$ cat src/rtl/lfsr_pkg.sv
// Shared definitions for the 64-bit Fibonacci LFSR keystream generator and its controller.
package lfsr_pkg;

  localparam int unsigned LFSR_W = 64;

  // Feedback taps (bit positions XORed into the new MSB).
  localparam int unsigned TAP0 = 63;
  localparam int unsigned TAP1 = 3;
  localparam int unsigned TAP2 = 2;
  localparam int unsigned TAP3 = 0;

  typedef enum logic [1:0] {
    StIdle,
    StWarmup,
    StRun
  } ks_state_e;

  // One LFSR step: feedback enters at the MSB, everything shifts toward bit 0.
  function automatic logic [LFSR_W-1:0] lfsr_next(input logic [LFSR_W-1:0] s);
    logic fb;
    fb = s[TAP0] ^ s[TAP1] ^ s[TAP2] ^ s[TAP3];
    return {fb, s[LFSR_W-1:1]};
  endfunction

endpackage

$ cat src/rtl/keystream_ctrl_if.sv
// Seed, enable and keystream handshake bundle; directions are named from the controller's side.
interface keystream_ctrl_if #(
  parameter int unsigned WORD_W = 8,
  parameter int unsigned CNT_W  = 32
);
  logic              i_seed_valid;
  logic [63:0]       i_seed;
  logic              o_seed_ready;
  logic              o_seed_err;
  logic              i_en;
  logic              o_ks_valid;
  logic [WORD_W-1:0] o_ks_data;
  logic              i_ks_ready;
  logic              o_busy;
  logic [CNT_W-1:0]  o_word_cnt;
  logic [63:0]       o_lfsr;

  modport slave (
    input  i_seed_valid, i_seed, i_en, i_ks_ready,
    output o_seed_ready, o_seed_err, o_ks_valid, o_ks_data, o_busy, o_word_cnt, o_lfsr
  );

  modport master (
    output i_seed_valid, i_seed, i_en, i_ks_ready,
    input  o_seed_ready, o_seed_err, o_ks_valid, o_ks_data, o_busy, o_word_cnt, o_lfsr
  );
endinterface

$ cat src/rtl/lfsr64_step.sv
// Combinational single step of the 64-bit keystream LFSR; output bit is s[0] before the shift.
module lfsr64_step
  import lfsr_pkg::*;
(
  input  logic [LFSR_W-1:0] s_i,
  output logic [LFSR_W-1:0] s_next_o,
  output logic              ks_bit_o
);

  assign s_next_o = lfsr_next(s_i);
  assign ks_bit_o = s_i[0];

endmodule

$ cat src/rtl/keystream_ctrl.sv
// Keystream sequencer: seed load with zero-seed rejection, warm-up discard, then serial-to-word
// packing onto a valid/ready stream with backpressure.
module keystream_ctrl
  import lfsr_pkg::*;
#(
  parameter int unsigned WORD_W = 8,
  parameter int unsigned WARMUP = 128,
  parameter int unsigned CNT_W  = 32
) (
  input logic              i_clk,
  input logic              i_reset,
  keystream_ctrl_if.slave  bus
);

  localparam int unsigned IdxW = (WORD_W > 1) ? $clog2(WORD_W) : 1;
  localparam logic [IdxW-1:0] IdxLast = IdxW'(WORD_W - 1);

  ks_state_e         state_q, state_d;
  logic [LFSR_W-1:0] lfsr_q, lfsr_d;
  logic [31:0]       warm_q, warm_d;
  logic [IdxW-1:0]   idx_q, idx_d;
  logic [WORD_W-1:0] pack_q, pack_d;
  logic [WORD_W-1:0] data_q, data_d;
  logic              valid_q, valid_d;
  logic [CNT_W-1:0]  cnt_q, cnt_d;
  logic              err_q, err_d;

  logic [LFSR_W-1:0] lfsr_step;
  logic              ks_bit;
  logic [WORD_W-1:0] word;
  logic              out_fire;
  logic              stall;

  lfsr64_step u_step (
    .s_i      (lfsr_q),
    .s_next_o (lfsr_step),
    .ks_bit_o (ks_bit)
  );

  // Next-state: warm-up/pack progress, output handshake, then seed load which overrides all.
  always_comb begin
    state_d  = state_q;
    lfsr_d   = lfsr_q;
    warm_d   = warm_q;
    idx_d    = idx_q;
    pack_d   = pack_q;
    data_d   = data_q;
    valid_d  = valid_q;
    cnt_d    = cnt_q;
    err_d    = 1'b0;
    word     = pack_q;
    out_fire = valid_q && bus.i_ks_ready;
    // Only the word-completing capture has to wait for the output register to drain.
    stall    = (idx_q == IdxLast) && valid_q && !bus.i_ks_ready;

    if (out_fire) begin
      cnt_d   = cnt_q + CNT_W'(1);
      valid_d = 1'b0;
    end

    unique case (state_q)
      StWarmup: begin
        if (bus.i_en) begin
          lfsr_d = lfsr_step;
          warm_d = warm_q + 32'd1;
          if (warm_q + 32'd1 == WARMUP) state_d = StRun;
        end
      end
      StRun: begin
        if (bus.i_en && !stall) begin
          lfsr_d      = lfsr_step;
          word[idx_q] = ks_bit;
          pack_d      = word;
          if (idx_q == IdxLast) begin
            data_d  = word;
            valid_d = 1'b1;
            idx_d   = '0;
          end else begin
            idx_d = idx_q + IdxW'(1);
          end
        end
      end
      default: ;
    endcase

    if (bus.i_seed_valid) begin
      if (bus.i_seed == '0) begin
        err_d = 1'b1;
      end else begin
        lfsr_d  = bus.i_seed;
        warm_d  = '0;
        idx_d   = '0;
        valid_d = 1'b0;
        cnt_d   = '0;
        state_d = (WARMUP == 0) ? StRun : StWarmup;
      end
    end
  end

  // State registers with synchronous reset.
  always_ff @(posedge i_clk) begin
    if (i_reset) begin
      state_q <= StIdle;
      lfsr_q  <= '0;
      warm_q  <= '0;
      idx_q   <= '0;
      pack_q  <= '0;
      data_q  <= '0;
      valid_q <= 1'b0;
      cnt_q   <= '0;
      err_q   <= 1'b0;
    end else begin
      state_q <= state_d;
      lfsr_q  <= lfsr_d;
      warm_q  <= warm_d;
      idx_q   <= idx_d;
      pack_q  <= pack_d;
      data_q  <= data_d;
      valid_q <= valid_d;
      cnt_q   <= cnt_d;
      err_q   <= err_d;
    end
  end

  assign bus.o_seed_ready = 1'b1;
  assign bus.o_seed_err   = err_q;
  assign bus.o_ks_valid   = valid_q;
  assign bus.o_ks_data    = data_q;
  assign bus.o_busy       = (state_q != StIdle);
  assign bus.o_word_cnt   = cnt_q;
  assign bus.o_lfsr       = lfsr_q;

endmodule

$ cat src/flat_wrapper.sv
// flat-port wrapper written by rule: the top's interface ports become plain ports
module keystream_ctrl_flat import lfsr_pkg::*;
#(
  parameter int unsigned WORD_W = 8,
  parameter int unsigned WARMUP = 128,
  parameter int unsigned CNT_W  = 32
)
  (i_clk, i_reset, bus_i_seed_valid, bus_i_seed, bus_i_en, bus_i_ks_ready, bus_o_seed_ready, bus_o_seed_err, bus_o_ks_valid, bus_o_ks_data, bus_o_busy, bus_o_word_cnt, bus_o_lfsr);
  keystream_ctrl_if #(.WORD_W(WORD_W), .CNT_W(CNT_W)) bus_i ();
  input logic i_clk;
  input logic i_reset;
  input wire logic [$bits(bus_i.i_seed_valid)-1:0] bus_i_seed_valid;
  input wire logic [$bits(bus_i.i_seed)-1:0] bus_i_seed;
  input wire logic [$bits(bus_i.i_en)-1:0] bus_i_en;
  input wire logic [$bits(bus_i.i_ks_ready)-1:0] bus_i_ks_ready;
  output wire logic [$bits(bus_i.o_seed_ready)-1:0] bus_o_seed_ready;
  output wire logic [$bits(bus_i.o_seed_err)-1:0] bus_o_seed_err;
  output wire logic [$bits(bus_i.o_ks_valid)-1:0] bus_o_ks_valid;
  output wire logic [$bits(bus_i.o_ks_data)-1:0] bus_o_ks_data;
  output wire logic [$bits(bus_i.o_busy)-1:0] bus_o_busy;
  output wire logic [$bits(bus_i.o_word_cnt)-1:0] bus_o_word_cnt;
  output wire logic [$bits(bus_i.o_lfsr)-1:0] bus_o_lfsr;
  assign bus_i.i_seed_valid = bus_i_seed_valid;
  assign bus_i.i_seed = bus_i_seed;
  assign bus_i.i_en = bus_i_en;
  assign bus_i.i_ks_ready = bus_i_ks_ready;
  assign bus_o_seed_ready = bus_i.o_seed_ready;
  assign bus_o_seed_err = bus_i.o_seed_err;
  assign bus_o_ks_valid = bus_i.o_ks_valid;
  assign bus_o_ks_data = bus_i.o_ks_data;
  assign bus_o_busy = bus_i.o_busy;
  assign bus_o_word_cnt = bus_i.o_word_cnt;
  assign bus_o_lfsr = bus_i.o_lfsr;
  keystream_ctrl #(.WORD_W(WORD_W), .WARMUP(WARMUP), .CNT_W(CNT_W)) u_core (.i_clk(i_clk), .i_reset(i_reset), .bus(bus_i));
endmodule
$ cat config.mk
export PLATFORM = sky130hd
export DESIGN_NAME = keystream_ctrl_flat
export DESIGN_NICKNAME = d
export VERILOG_FILES = /design/src/rtl/lfsr_pkg.sv /design/src/rtl/keystream_ctrl_if.sv /design/src/rtl/lfsr64_step.sv /design/src/rtl/keystream_ctrl.sv /design/src/flat_wrapper.sv
export SDC_FILE = /design/constraint.sdc
export NUM_CORES = 1
export LEC_CHECK = 0
export CAP_MARGIN = 20
export CORE_MARGIN = 2
export CORE_UTILIZATION = 50
export DETAILED_ROUTE_END_ITERATION = 8
export GPL_ROUTABILITY_DRIVEN = 1
export HOLD_SLACK_MARGIN = 0.08
export PLACE_DENSITY = 0.82
export REMOVE_ABC_BUFFERS = 1
export SLEW_MARGIN = 20
export SYNTH_ARGS = -nofsm -noshare
export SYNTH_HDL_FRONTEND = slang
export SYNTH_SLANG_ARGS = --single-unit
$ cat constraint.sdc
create_clock -name i_clk -period 3.35 [get_ports i_clk]
set_input_delay 0.335 -clock i_clk [delete_from_list [all_inputs] [get_ports i_clk]]
set_output_delay 0.335 -clock i_clk [all_outputs]
set_load 0.02 [all_outputs]
==> impl_metrics.env <==
export IMPL_gp_congestion=0.8765
export IMPL_layout_setup_ws_ps=487.5
export IMPL_synthCells=893
export IMPL_min_from="i_reset"
export IMPL_synthArstFlopShare_pct=0
export IMPL_grt_max_degree=103
export IMPL_synth_edf_count=0
export IMPL_ir_drop_uv=393.8
export IMPL_swShare_pct=25.26
export IMPL_p_int_mw=3.167
export IMPL_synth_warnings=0
export IMPL_status="completed"
export IMPL_reg2reg_slack_ps=490
export IMPL_ys_seq_area_share_pct=40.50
export IMPL_clk_latency_ps=430
export IMPL_wl_per_cell_microns=16.48
export IMPL_ff2ff_path_depth=8
export IMPL_synth_area_top_cells="dfxtp_1, nor2_1, a211oi_1, a22oi_1, xor2_1"
export IMPL_layout_nets=1101
export IMPL_cts_root_buffer_cell="clkbuf_16"
export IMPL_cts_hold_buf=0
export IMPL_grt_pass1_wl_mm=33.33
export IMPL_htree_num_levels=4
export IMPL_grt_pass1_vias=6824
export IMPL_setup_viol=0
export IMPL_dpl_instance_area_sq_mm=0.009284
export IMPL_period_share_pct=85.45
export IMPL_synth_xor_area_share_pct=7.979
export IMPL_cp_slowest_stage_delay_ps=570
export IMPL_cts_made_buffers=17
export IMPL_totalWireLength_mm=20.12
export IMPL_syn_area_sq_mm=0.007465
export IMPL_drt_iter0_drc=592
export IMPL_place_ws_ps=327.6
export IMPL_hold_depth=3
export IMPL_met2_length_mm=9.723
export IMPL_ys_types=60
export IMPL_design_core_area_sq_mm=0.01453
export IMPL_gr_usage_all_layers_pct=25.31
export IMPL_cts_setup_buffers=0
export IMPL_finalMaxSlewViolations=0
export IMPL_std_cell_rows=44
export IMPL_synth_area_mux_share_pct=2.213
export IMPL_cts_sinks=151
export IMPL_grt_antenna_before_repair=0
export IMPL_die_w_microns=126.2
export IMPL_avgSynthCellArea_sq_um=8.359
export IMPL_hold_path_class="input port to flop"
export IMPL_ios=177
export IMPL_reg2reg_to="u_core.state_q[1]"
export IMPL_antenna_cells=0
export IMPL_rsz0062_at_grt="no"
export IMPL_firstDrtPassIters=5
export IMPL_fp_dieH_microns=126.2
export IMPL_yosysTopAreaCellShare_pct=40.50
export IMPL_whs_endpoint="u_core.pack_q[2]"
export IMPL_critical_path_max_fanout=7
export IMPL_pwr_share_seq_pct=45.0
export IMPL_vias=7220
export IMPL_period_needed_ps=2863
export IMPL_post_cts_resized=0
export IMPL_fmax_mhz=349.3
export IMPL_arrival_ps=3220
export IMPL_comb_power_share_pct=11.7
export IMPL_cap_violations=0
export IMPL_rr_startpoint="u_core.warm_q[0]"
export IMPL_layout_drive_gt1_share_pct=6.172
export IMPL_yosysTopAreaCell="dfxtp_1"
export IMPL_routed_wl_met3_mm=1.657
export IMPL_cts_tree="yes"
export IMPL_start_util_pct=51.36
export IMPL_cp_start_kind="flop"
export IMPL_ys_seq_elements=151
export IMPL_cts_buffer_depth=2
export IMPL_grt_overflow=0
export IMPL_path_cells="ha_1 > nand3_2 > nor4_1 > nand3_1 > o21ai_0 > nand4_1 > or4_1 > a21oi_1"
export IMPL_switching_power_mw=1.071
export IMPL_crit_type="flop to flop"
export IMPL_die_area_sq_mm=0.01592
export IMPL_critical_path_top_delay_family="simple AND/OR/NAND/NOR gates"
export IMPL_final_core_util_pct=67.77
export IMPL_power_density_mw_per_mm2=430.3
export IMPL_dp_hpwl_mm=13.80
export IMPL_slowest_stage="nor4_1"
export IMPL_tightest_slew_ps=717.7
export IMPL_drc=0
export IMPL_hold_viol_final=0
export IMPL_area_growth_synth_to_final_pct=31.95
export IMPL_synthFlopType="dfxtp_1"
export IMPL_io_buffers=175
export IMPL_required_ps=3710
export IMPL_critical_path_buf_inv_count=0
export IMPL_vias_per_cell=5.913
export IMPL_antenna_left=0
export IMPL_top_layer_used="met4"
export IMPL_synth_simple_area_share_pct=25.58
export IMPL_synth_compound_area_share_pct=17.42
export IMPL_power_leakage_nw=3.372
export IMPL_pwr_share_clk_pct=43.3
export IMPL_routedLengthMet1_mm=8.233
export IMPL_nFillCells=1174
export IMPL_path_clk_slew_ps=60
export IMPL_max_slew_margin_pct=52.09
export IMPL_synth_top_family_by_area="simple AND/OR/NAND/NOR gates"
export IMPL_end_kind="flop"
export IMPL_fin_area_sq_mm=0.009849
export IMPL_fin_tns_setup_ps=0
export IMPL_fin_worst_skew_ps=7.265
export IMPL_synth_fa_ha_area_share_pct=1.341
==> registers in the layout, indices dropped and copies added, names as in the netlist <==
register and count:
u_core.bus.o_ks_valid 1, u_core.bus.o_seed_err 1, u_core.bus.o_ks_data 8, u_core.bus.o_word_cnt 32
u_core.pack_q 8, u_core.state_q 2, u_core.warm_q 32, u_core.bus.o_lfsr 64
u_core.idx_q 3
==> per-stage QoR <==
step	total power, mW	hold slack [ps]	std cells
3_5_place_dp	2.437	476.7	1189
5_1_grt	4.380	466.3	1221
2_1_floorplan	2.149	404.1	818
6_report	4.238	463.8	1221
4_1_cts	4.268	446.4	1221
3_3_place_gp	2.432	468.7	1189
==> area by class of cell <==
cell class	instances	area, sq um	area share, %
multi-input cells	657	4106	41.69
flip-flops and latches	151	3023	30.69
repair buffers	187	1887	19.16
clock buffers	20	466.7	4.738
well taps	184	230.2	2.337
clock inverters	12	98.84	1.004
inverters	10	37.54	0.3811
==> worst reg2reg max path: cells and delay by family, from the launching register on <==
kind	cells	cell delay (ps)
flip-flops	1	460
adder cells (fa/ha/maj)	1	330
AND/OR/NAND/NOR	5	1620
AO/OA/AOI/OAI	2	370
==> worst max-delay path by stage <==
| stage | startpoint | end | cells past startpoint |
|---|---|---|---|
| floorplan | u_core.idx_q[0] | u_core.bus.o_lfsr[0] | 7 |
| global placement | bus_i_seed[32] | u_core.bus.o_lfsr[3] | 8 |
| detailed placement | bus_i_seed[32] | u_core.bus.o_lfsr[20] | 8 |
| CTS | u_core.warm_q[0] | u_core.state_q[1] | 8 |
| global route | u_core.warm_q[0] | u_core.state_q[1] | 8 |
| finish | u_core.warm_q[0] | u_core.state_q[1] | 8 |
==> power groups by stage <==
stage / Clock, mW / Combinational [mW] / Sequential, mW
floorplan: 0 / 0.150 / 2.00
global placement: 0 / 0.489 / 1.94
detailed placement: 0 / 0.495 / 1.94
CTS: 1.86 / 0.498 / 1.91
global route: 1.94 / 0.530 / 1.91
finish: 1.83 / 0.496 / 1.91
==> layout by cell type, fill, tap and decap left out, types with 3 or more instances in the layout <==
cell type and instances:
nand3_1 39, nand2b_1 5, a21oi_1 12, and2_1 5, clkbuf_8 3, a22oi_1 64, nor2_1 181, a311oi_1 6
mux2i_1 12, nor2b_1 4, xnor2_1 30, nor4_1 28, o21ai_0 3, nand2_1 48, and4_1 4, mux2_2 4
buf_4 8, dfxtp_1 151, ha_1 8, nor3_1 15, a211oi_1 67, buf_12 4, and3_1 7, clkinv_2 7
inv_1 10, xor2_1 38, inv_6 3, a21o_1 4, clkbuf_16 17, clkdlybuf4s50_1 174, nand4_1 32
==> per-layer routing <==
layer	track usage, %	vias to the layer above
li1	-	3502
met1	30.44	3406
met2	42.41	276
met3	7.774	36
met4	9.890	0
met5	0	-
==> kinds of logic (layout without fill, tap and decap cells) <==
family          Yosys count  count (layout)
mux                      16              16
flops                   151             151
other cells               1               1
fa+ha+maj                 8               8
buf+inv                  85             229
simple gates            389             389
compound gates          175             175
xor+xnor                 68              68
==> cells in the mapped netlist (all sizes together), types with 2 or more instances <==
| cell type | number |
|---|---|
| inv | 10 |
| dfxtp | 151 |
| and4 | 4 |
| a311oi | 6 |
| nor3 | 16 |
| and3 | 7 |
| a211oi | 68 |
| nor4 | 31 |
| and2 | 6 |
| a21o | 4 |
| a21boi | 2 |
| xor2 | 38 |
| nand2b | 7 |
| a41oi | 2 |
| nand2 | 48 |
| a22oi | 64 |
| o41ai | 2 |
| buf | 18 |
| clkbuf | 57 |
| a21oi | 12 |
| mux2i | 12 |
| mux2 | 4 |
| a211o | 2 |
| nand4 | 35 |
| o21ai | 4 |
| nor3b | 2 |
| nor2b | 4 |
| nand3 | 41 |
| o31ai | 2 |
| xnor2 | 30 |
| nor2 | 181 |
| and3b | 2 |
| ha | 8 |
Power figures use the tool's default switching activity.
